$ cat config.mk
export PLATFORM = sky130hd
export DESIGN_NAME = arbiter_rr4_flat
export DESIGN_NICKNAME = d
export VERILOG_FILES = /design/src/rtl/arbiter_rr4_pkg.sv /design/src/rtl/arbiter_rr4_if.sv /design/src/rtl/arbiter_rr4_prio_enc4.sv /design/src/rtl/arbiter_rr4.sv /design/src/flat_wrapper.sv
export SDC_FILE = /design/constraint.sdc
export NUM_CORES = 1
export LEC_CHECK = 0
export ABC_CLOCK_PERIOD_IN_PS = 3250
export BUFFER_PORTS_ARGS = -buffer_cell sky130_fd_sc_hd__buf_2
export CAP_MARGIN = 20
export CELL_PAD_IN_SITES_DETAIL_PLACEMENT = 1
export CELL_PAD_IN_SITES_GLOBAL_PLACEMENT = 2
export CORE_MARGIN = 3
export CORE_UTILIZATION = 36
export DETAILED_ROUTE_END_ITERATION = 12
export PLACE_DENSITY = 0.75
export SLEW_MARGIN = 20
export SYNTH_ARGS = -nofsm -noshare
export SYNTH_HDL_FRONTEND = slang
export SYNTH_SLANG_ARGS = --single-unit
export TNS_END_PERCENT = 100
$ cat constraint.sdc
create_clock -name clk -period 3.25 [get_ports clk]
set_input_delay 0.1625 -clock clk [delete_from_list [all_inputs] [get_ports clk]]
set_output_delay 0.1625 -clock clk [all_outputs]
set_load 0.1 [all_outputs]
$ cat src/rtl/arbiter_rr4_pkg.sv
// arbiter_rr4_pkg: shared definitions for the four-client arbiter.
//   N_REQ            number of requesters
//   DEFAULT_MAX_HOLD default grant length limit in cycles
//   state_e          arbiter FSM state encoding
//   onehot4()        binary index to one-hot grant vector
package arbiter_rr4_pkg;

  localparam int unsigned N_REQ            = 4;
  localparam int unsigned DEFAULT_MAX_HOLD = 8;

  typedef enum logic [1:0] {
    ST_IDLE    = 2'd0,
    ST_GRANT   = 2'd1,
    ST_RELEASE = 2'd2
  } state_e;

  function automatic logic [N_REQ-1:0] onehot4(input logic [1:0] idx);
    logic [N_REQ-1:0] vec;
    vec      = '0;
    vec[idx] = 1'b1;
    return vec;
  endfunction

endpackage

$ cat src/rtl/arbiter_rr4_if.sv
// arbiter_rr4_if: request/grant bundle between clients and the arbiter.
//   req     client request vector (level)
//   done    owner finished
//   rr_en   1 = round-robin, 0 = fixed priority
//   gnt     one-hot grant
//   gnt_id  binary index of the owner
//   busy    grant active
//   timeout one-cycle pulse on forced release
// Modports: master = client side, slave = arbiter side.
interface arbiter_rr4_if;
  import arbiter_rr4_pkg::*;

  logic [N_REQ-1:0] req;
  logic             done;
  logic             rr_en;
  logic [N_REQ-1:0] gnt;
  logic [1:0]       gnt_id;
  logic             busy;
  logic             timeout;

  modport master (
    output req, done, rr_en,
    input  gnt, gnt_id, busy, timeout
  );

  modport slave (
    input  req, done, rr_en,
    output gnt, gnt_id, busy, timeout
  );

endinterface

$ cat src/rtl/arbiter_rr4_prio_enc4.sv
// prio_enc4: four-input priority encoder, highest set index wins.
//   d  request vector
//   x  index of the highest set bit (0 when v=0)
//   v  any bit set
module prio_enc4 (
  input  logic [3:0] d,
  output logic [1:0] x,
  output logic       v
);

  always_comb begin
    v = |d;
    x = 2'd0;
    if (d[3])      x = 2'd3;
    else if (d[2]) x = 2'd2;
    else if (d[1]) x = 2'd1;
    else           x = 2'd0;
  end

endmodule

$ cat src/rtl/arbiter_rr4.sv
// arbiter_rr4: four-client arbiter with fixed-priority or round-robin policy,
// registered one-hot grants, MAX_HOLD-bounded ownership and a one-cycle gap
// between owners.
//   clk    rising-edge clock
//   reset  asynchronous active-high reset
//   bus    arbiter_rr4_if.slave (req, done, rr_en in; gnt, gnt_id, busy, timeout out)
module arbiter_rr4
  import arbiter_rr4_pkg::*;
#(
  parameter int unsigned MAX_HOLD = DEFAULT_MAX_HOLD
) (
  input  logic          clk,
  input  logic          reset,
  arbiter_rr4_if.slave  bus
);

  localparam int unsigned      HoldW    = (MAX_HOLD > 2) ? $clog2(MAX_HOLD) : 1;
  localparam logic [HoldW-1:0] HoldLast = HoldW'(MAX_HOLD - 1);

  state_e           state_q;
  logic [1:0]       owner_q;
  logic [1:0]       ptr_q;
  logic [HoldW-1:0] hold_q;
  logic [N_REQ-1:0] gnt_q;
  logic [1:0]       gnt_id_q;
  logic             busy_q;
  logic             timeout_q;

  logic [1:0]       rot_amt;
  logic [N_REQ-1:0] req_rot;
  logic [1:0]       enc_x;
  logic             enc_v;
  logic [1:0]       winner;

  // In RELEASE the pointer register is only being updated this edge, so the
  // outgoing owner is used directly as the rotation base.
  always_comb begin
    rot_amt = 2'd0;
    if (bus.rr_en) begin
      rot_amt = (state_q == ST_RELEASE) ? owner_q : ptr_q;
    end
  end

  // Rotate right by the pointer so that index (last-1) lands on bit 3, the
  // encoder's top priority; the search then descends and wraps.
  always_comb begin
    req_rot = bus.req;
    unique case (rot_amt)
      2'd0: req_rot = bus.req;
      2'd1: req_rot = {bus.req[0],   bus.req[3:1]};
      2'd2: req_rot = {bus.req[1:0], bus.req[3:2]};
      2'd3: req_rot = {bus.req[2:0], bus.req[3]};
      default: req_rot = bus.req;
    endcase
  end

  prio_enc4 u_enc (
    .d (req_rot),
    .x (enc_x),
    .v (enc_v)
  );

  // Un-rotate: 2-bit addition wraps mod 4.
  assign winner = enc_x + rot_amt;

  always_ff @(posedge clk or posedge reset) begin
    if (reset) begin
      state_q   <= ST_IDLE;
      owner_q   <= 2'd0;
      ptr_q     <= 2'd0;
      hold_q    <= '0;
      gnt_q     <= '0;
      gnt_id_q  <= 2'd0;
      busy_q    <= 1'b0;
      timeout_q <= 1'b0;
    end else begin
      timeout_q <= 1'b0;
      unique case (state_q)
        ST_IDLE: begin
          if (enc_v) begin
            state_q  <= ST_GRANT;
            owner_q  <= winner;
            hold_q   <= '0;
            gnt_q    <= onehot4(winner);
            gnt_id_q <= winner;
            busy_q   <= 1'b1;
          end
        end
        ST_GRANT: begin
          if (bus.done || !bus.req[owner_q] || (hold_q == HoldLast)) begin
            state_q   <= ST_RELEASE;
            gnt_q     <= '0;
            busy_q    <= 1'b0;
            // Expiry only counts when the owner was not already leaving.
            timeout_q <= !bus.done && bus.req[owner_q];
          end else begin
            hold_q <= hold_q + 1'b1;
          end
        end
        ST_RELEASE: begin
          ptr_q <= owner_q;
          if (enc_v) begin
            state_q  <= ST_GRANT;
            owner_q  <= winner;
            hold_q   <= '0;
            gnt_q    <= onehot4(winner);
            gnt_id_q <= winner;
            busy_q   <= 1'b1;
          end else begin
            state_q <= ST_IDLE;
          end
        end
        default: state_q <= ST_IDLE;
      endcase
    end
  end

  assign bus.gnt     = gnt_q;
  assign bus.gnt_id  = gnt_id_q;
  assign bus.busy    = busy_q;
  assign bus.timeout = timeout_q;

endmodule
$ cat src/flat_wrapper.sv
// flat-port wrapper written by rule: the top's interface ports become plain ports
module arbiter_rr4_flat import arbiter_rr4_pkg::*;
#(
  parameter int unsigned MAX_HOLD = DEFAULT_MAX_HOLD
)
  (clk, reset, bus_req, bus_done, bus_rr_en, bus_gnt, bus_gnt_id, bus_busy, bus_timeout);
  arbiter_rr4_if bus_i ();
  input  logic clk;
  input  logic reset;
  input wire logic [$bits(bus_i.req)-1:0] bus_req;
  input wire logic [$bits(bus_i.done)-1:0] bus_done;
  input wire logic [$bits(bus_i.rr_en)-1:0] bus_rr_en;
  output wire logic [$bits(bus_i.gnt)-1:0] bus_gnt;
  output wire logic [$bits(bus_i.gnt_id)-1:0] bus_gnt_id;
  output wire logic [$bits(bus_i.busy)-1:0] bus_busy;
  output wire logic [$bits(bus_i.timeout)-1:0] bus_timeout;
  assign bus_i.req = bus_req;
  assign bus_i.done = bus_done;
  assign bus_i.rr_en = bus_rr_en;
  assign bus_gnt = bus_i.gnt;
  assign bus_gnt_id = bus_i.gnt_id;
  assign bus_busy = bus_i.busy;
  assign bus_timeout = bus_i.timeout;
  arbiter_rr4 #(.MAX_HOLD(MAX_HOLD)) u_core (.clk(clk), .reset(reset), .bus(bus_i));
endmodule
* Word level (Yosys, flattened, before mapping)
Cells that the tools add are included.
Storage, ports and cells: bits in latches 0, word-level logic and storage cells 62, memory bits (writable) 0, output and inout bits 8, memories 0, memory bits (read-only) 0, bits in registers 15
Operators by class: magnitude comparators 3, reduce and logical (&&, ||, !) cells 15, divide/modulo/power cells 0, bitwise operators 0, shifts and indexed selects 0, $mul 0, eq/ne operators 10, multiplexer cells 25, $add $sub $neg 2
Operators with widths (number):
- $pmux W4 S4 | 1
- $mux W2 | 6
- $mux W1 | 8
- $mux W4 | 2
- $pmux W4 S2 | 1
- $eq A2 B2 Y1 const B | 3
- $lt A2 B3 Y1 const B | 2
- $mux W3 | 2
- $ne A2 B1 Y1 const B | 3
- $pmux W2 S3 | 1
- $pmux W3 S2 | 1
- $reduce_and A3 Y1 | 2
- $eq A2 B1 Y1 const B | 2
- $logic_not A2 Y1 | 2
- $reduce_and A2 Y1 | 2
- $reduce_or A4 Y1 | 1
- $add A3 B1 Y3 const B | 1
- $eq A3 B3 Y1 const B | 1
- $add A2 B2 Y2 | 1
- $bmux W1 S2 | 1
- $demux W1 S2 | 1
- $ge A2 B1 Y1 const B | 1
- $logic_and A1 B1 Y1 | 2
- $logic_not A1 Y1 | 2
- 5 further kinds | 6

* Logic depth before layout (Yosys ltp)
depth in word-level cells 15, gate-level depth with buffers 13, mapped depth without buffers 13

* Cells and area by module
A second synthesis with hierarchy kept.
Second synthesis, totals: cell total of the unflattened synthesis 93, area, all modules 943.4 µm²
By module, submodules not included:
- arbiter_rr4 | instances 1, cells an instance 89, seq. area each 375.4 µm², area each 919.6 µm²
- prio_enc4 | instances 1, cells an instance 4, seq. area each 0.0 µm², area each 23.8 µm²

* Worst setup path before layout
Ideal clock, no wire load.
path type register -> register, start reg u_core.bus.gnt_id[0] (netlist name), end reg u_core.gnt_id_q[1], in the netlist u_core.bus.gnt_id[1], path buffers 0, data required time 3129 ps, slack 163 ps, arrival time 2966 ps, cell stages (with the launch flop) 12, clock period less this slack 3087 ps, cells stage by stage dfrtp_1 and4bb_1 a31oi_2 o32ai_2 a21oi_1 o21ai_0 a211o_1 ha_1 xnor2_1 nor2b_1 a22oi_2 o21a_1
RTL lines:
- end signal, assigned | RTL line arbiter_rr4.sv:85 | gnt_id_q <= winner;
- end signal, assigned | RTL line arbiter_rr4.sv:107 | gnt_id_q <= winner;
- end, declared | RTL line arbiter_rr4.sv:25 | logic [1:0] gnt_id_q;

* Worst setup path after layout
start reg u_core.state_q[0], end reg u_core.gnt_q[1], in the netlist u_core.bus.gnt[1]
Between the ends: word-level cells in the longest chain between the ends 15
RTL lines:
- start, declared | RTL line arbiter_rr4.sv:20 | state_e state_q;
- start signal, assigned | RTL line arbiter_rr4.sv:68 | state_q <= ST_IDLE;
- start signal, assigned | RTL line arbiter_rr4.sv:81 | state_q <= ST_GRANT;
- start signal, assigned | RTL line arbiter_rr4.sv:91 | state_q <= ST_RELEASE;
- $eq A2 B2 Y1 | RTL line arbiter_rr4.sv:40, arbiter_rr4.sv:78
- $mux W2 | RTL line arbiter_rr4.sv:40 | rot_amt = (state_q == ST_RELEASE) ? owner_q : ptr_q;
- $mux W2 | RTL line arbiter_rr4.sv:39 | if (bus.rr_en) begin
- $eq A2 B2 Y1 (tied with other cells) | RTL line arbiter_rr4.sv:48 | unique case (rot_amt)
- $pmux W4 S4 | RTL line arbiter_rr4.sv:48
- $mux W1 | RTL line arbiter_rr4_prio_enc4.sv:16 | else if (d[1]) x = 2'd1;
- $mux W2 | RTL line arbiter_rr4_prio_enc4.sv:15 | else if (d[2]) x = 2'd2;
- $mux W2 | RTL line arbiter_rr4_prio_enc4.sv:14 | if (d[3]) x = 2'd3;
- $add A2 B2 Y2 | RTL line arbiter_rr4.sv:64 | assign winner = enc_x + rot_amt;
- $lt A2 B3 Y1 (not written as such) / $ge A2 B1 Y1 (equally long branches) | RTL line arbiter_rr4_pkg.sv:20 | vec[idx] = 1'b1;
- $logic_and A1 B1 Y1 (not written as such) | RTL line arbiter_rr4_pkg.sv:20
- $mux W1 (not written as such) | RTL line arbiter_rr4_pkg.sv:20
- $demux W1 S2
- $mux W4 | RTL line arbiter_rr4.sv:80, arbiter_rr4.sv:102
- $pmux W4 S2 | RTL line arbiter_rr4.sv:78 | unique case (state_q)
- end signal, assigned | RTL line arbiter_rr4.sv:84 | gnt_q <= onehot4(winner);
- end signal, assigned | RTL line arbiter_rr4.sv:106 | gnt_q <= onehot4(winner);
- end, declared | RTL line arbiter_rr4.sv:24 | logic [N_REQ-1:0] gnt_q;
Parallel ways exist; a longest one is shown, timed or not. The select of a mux whose other input is x is not followed. A chain may end at the register's enable or synchronous reset.

==> results.md <==
- Status: completed
- Congestion Overflow GR: 0
- Clk sink count: 15
- Kind of end point of the critical path: flip-flop
- Global placer's final weighted congestion: just under 0.8
- CP max FO: 7
- P_leak: 0.000541 uW
- Chip width: just under 60 microns
- Chip Height: between 50 and 60 microns
- CTS H-tree lvls: 1
- Maxcap violations: 0
- GRT Util Overall: 14.3%
- Clk_lat worst skew: around 0.27 ns
- Core area: about 2600 sq um
- Total number of vias: slightly below 800
- Initial DRC count: 26
- Worst-margin pin slew: 0.565 ns
- Row count: 18
- Synth Net Count: between 90 and 100
- DRT antenna net count: 0
- Final hold vios: 0
- DR DRC count: 0
- Final nets: 120
- Largest net degree at the start of global routing: 16
- Worst slew margin: between 60% and 70%
- Post-Layout Cell Count: approximately 140
- Root Buffer: clkbuf_4
- Average via count per standard cell: 5.57
- Mean Syn Cell Area: roughly 12 sq um
- Async SR Flop Fraction: between 90% and 100%
- Clock Path Buffers: 2
- CTS tree: built
- Final setup fails: 0
- Yosys cell types: between 40 and 50
- Unrepaired setup endpoints after global routing: no
- Post-detailed-placement half-perimeter wirelength: 1810 microns
- Fin util: 45.0%
- PwrDens: around 1100 nW/um^2
- Number of global-route vias before repair: between 700 and 800
- Final TNS setup: 0 ns
- Synth area leaders: dfrtp_1 (37%), mux2i_1 (4.9%), ha_1 (3.7%), o2bb2ai_1 (3.4%), inv_1 (3.3%)
- FMAX: roughly 340 MHz
- Drt total wl: roughly 2200 microns
- I/O Buffers: 15
- Yosys top cell area share: between 30% and 40%
- Critical Path RT: approximately 3.5 ns
- Worst hold path class: in2reg
- Ys flop type: dfrtp_1
- WS Path Type: reg2reg
- Arrival time worst endpoint: roughly 3.1 ns
- Skew final: approximately 0.002 ns
- CTS buffer count: 3
- Initial antenna violation count: 0
- Most frequent cells in the layout: buf_2 (15), dfrtp_1 (15), inv_1 (9), mux2i_1 (5), o2bb2ai_1 (4)
- Area Overhead vs Synth: 14.2%
- Clock transition at path regs: ~0.09 ns
- Initial core utilization: between 30% and 40%
- Final slew viol count: 0
- TritonRoute pass-1 iters: 2
- Fin crit period: 2.93 ns
- First-pass GRT wire length: ~3800 microns
- WL/cell: 16.0 microns
- Share of layout cells above drive strength 1: 35.2%
- Placed inst area: between 1000 and 1500 sq um
- Synthesis Warnings: 0
- Antenna Cells: 0
- Post-layout power: between 1000 and 1500 uW
- Count of state elements after synthesis: 15
- Placed insts: 133
- Die ar.: between 3000 and 4000 sq um
- Tcrit/Tclk final: approximately nine tenths
- Largest area contributor in the netlist: dfrtp_1
- EDFF count, synth: 0
- I/O pin count: 16
- Sequential area share after synthesis: between 30% and 40%
- Post-synthesis cell area: around 1000 sq um
- Nature of the critical path startpoint: flip-flop
- Final Cell Area: roughly 1200 sq um
- Worst vdd ir: 0.708 mV
- Mapped Cells: 88
layer usage:
layer	vias up	part of all wire (%)	global-route usage, %
met5	-	0	0
met4	0	0	1.94
met1	378	50	20.7
met2	15	46	22.2
met3	0	4.4	3.49
li1	376	-	-
cell type report:
cell class                 count  area [sq um]
multi-input combinational     62           597
fill                         283          1420
timing repair buffer          17          92.6
clock buffer                   4          26.3
sequential                    15           375
inverter                      10          37.5
tap                           30          37.5
critical path, cell delays in order (launching register included):
cell,delay (ns)
dfrtp_1,0.45
nand2b_4,0.22
mux2i_1,0.35
inv_1,0.10
nand2_1,0.14
inv_1,0.10
a21oi_1,0.18
o21ai_0,0.10
a211o_1,0.31
ha_1,0.19
xnor2_1,0.20
nor2b_1,0.22
a22oi_2,0.13
o2bb2ai_1,0.16
cell usage after synthesis, types with 2 or more instances:
cell       number
dfrtp_1        15
inv_1           9
mux2i_1         5
o2bb2ai_1       4
ha_1            3
nor2_1          3
a21oi_1         2
a22o_1          2
mux2_2          2
nand2_1         2
nand2b_1        2
nor2b_1         2
o21a_1          2
o21ai_0         2
o32ai_2         2
through the flow:
| stage | setup WS (ns) | hold slack [ns] |
|---|---|---|
| global route | 0.0912 | 0.353 |
| detailed placement | 0.280 | 0.253 |
| CTS | 0.252 | 0.330 |
| finish | 0.322 | 0.332 |
| global placement | 0.443 | 0.243 |
| floorplan | 0.163 | 0.0640 |
timing repair:
action	in CTS	in global routing
hold endpoints to repair	15	0
setup buffers	0	0
gates resized for setup	0	0
hold buffers	1	0
registers in the layout (all words and copies together), names as in the netlist:
register            count
u_core.hold_q           3
u_core.state_q          2
u_core.bus.timeout      1
u_core.bus.gnt          4
u_core.ptr_q            2
u_core.bus.gnt_id       2
u_core.bus.busy         1
where the power goes:
group          internal, uW  total (uW)  switching [uW]
sequential              251         325            74.1
combinational           277         826             548
clock                  47.5         103            55.4
total                   576        1250             678
path summary, 6_finish.rpt:
kind                                   startpoint                  to  slack [ns]  cells after the start
worst max register to register  u_core.state_q[0]   u_core.bus.gnt[1]        0.32                     13
max in group asynchronous                   reset     u_core.ptr_q[0]        2.40                      3
min in group asynchronous                   reset     u_core.bus.busy        0.48                      3
worst min-delay path                     bus_done  u_core.bus.timeout        0.33                      4
worst max-delay path            u_core.state_q[0]   u_core.bus.gnt[1]        0.32                     13
worst min register to register  u_core.bus.gnt[0]   u_core.bus.gnt[0]        0.49                      1
kinds of logic after synthesis:
family / after synthesis / share of synthesized area, %
buffers and inverters: 11 / 4.78
flip-flops: 15 / 36.8
XOR/XNOR: 1 / 0.858
adder cells (fa/ha/maj): 3 / 3.68
AND/OR/NAND/NOR: 20 / 15.1
AO/OA/AOI/OAI: 29 / 28.1
multiplexers: 9 / 10.8
(Power assumes the default switching activity.)
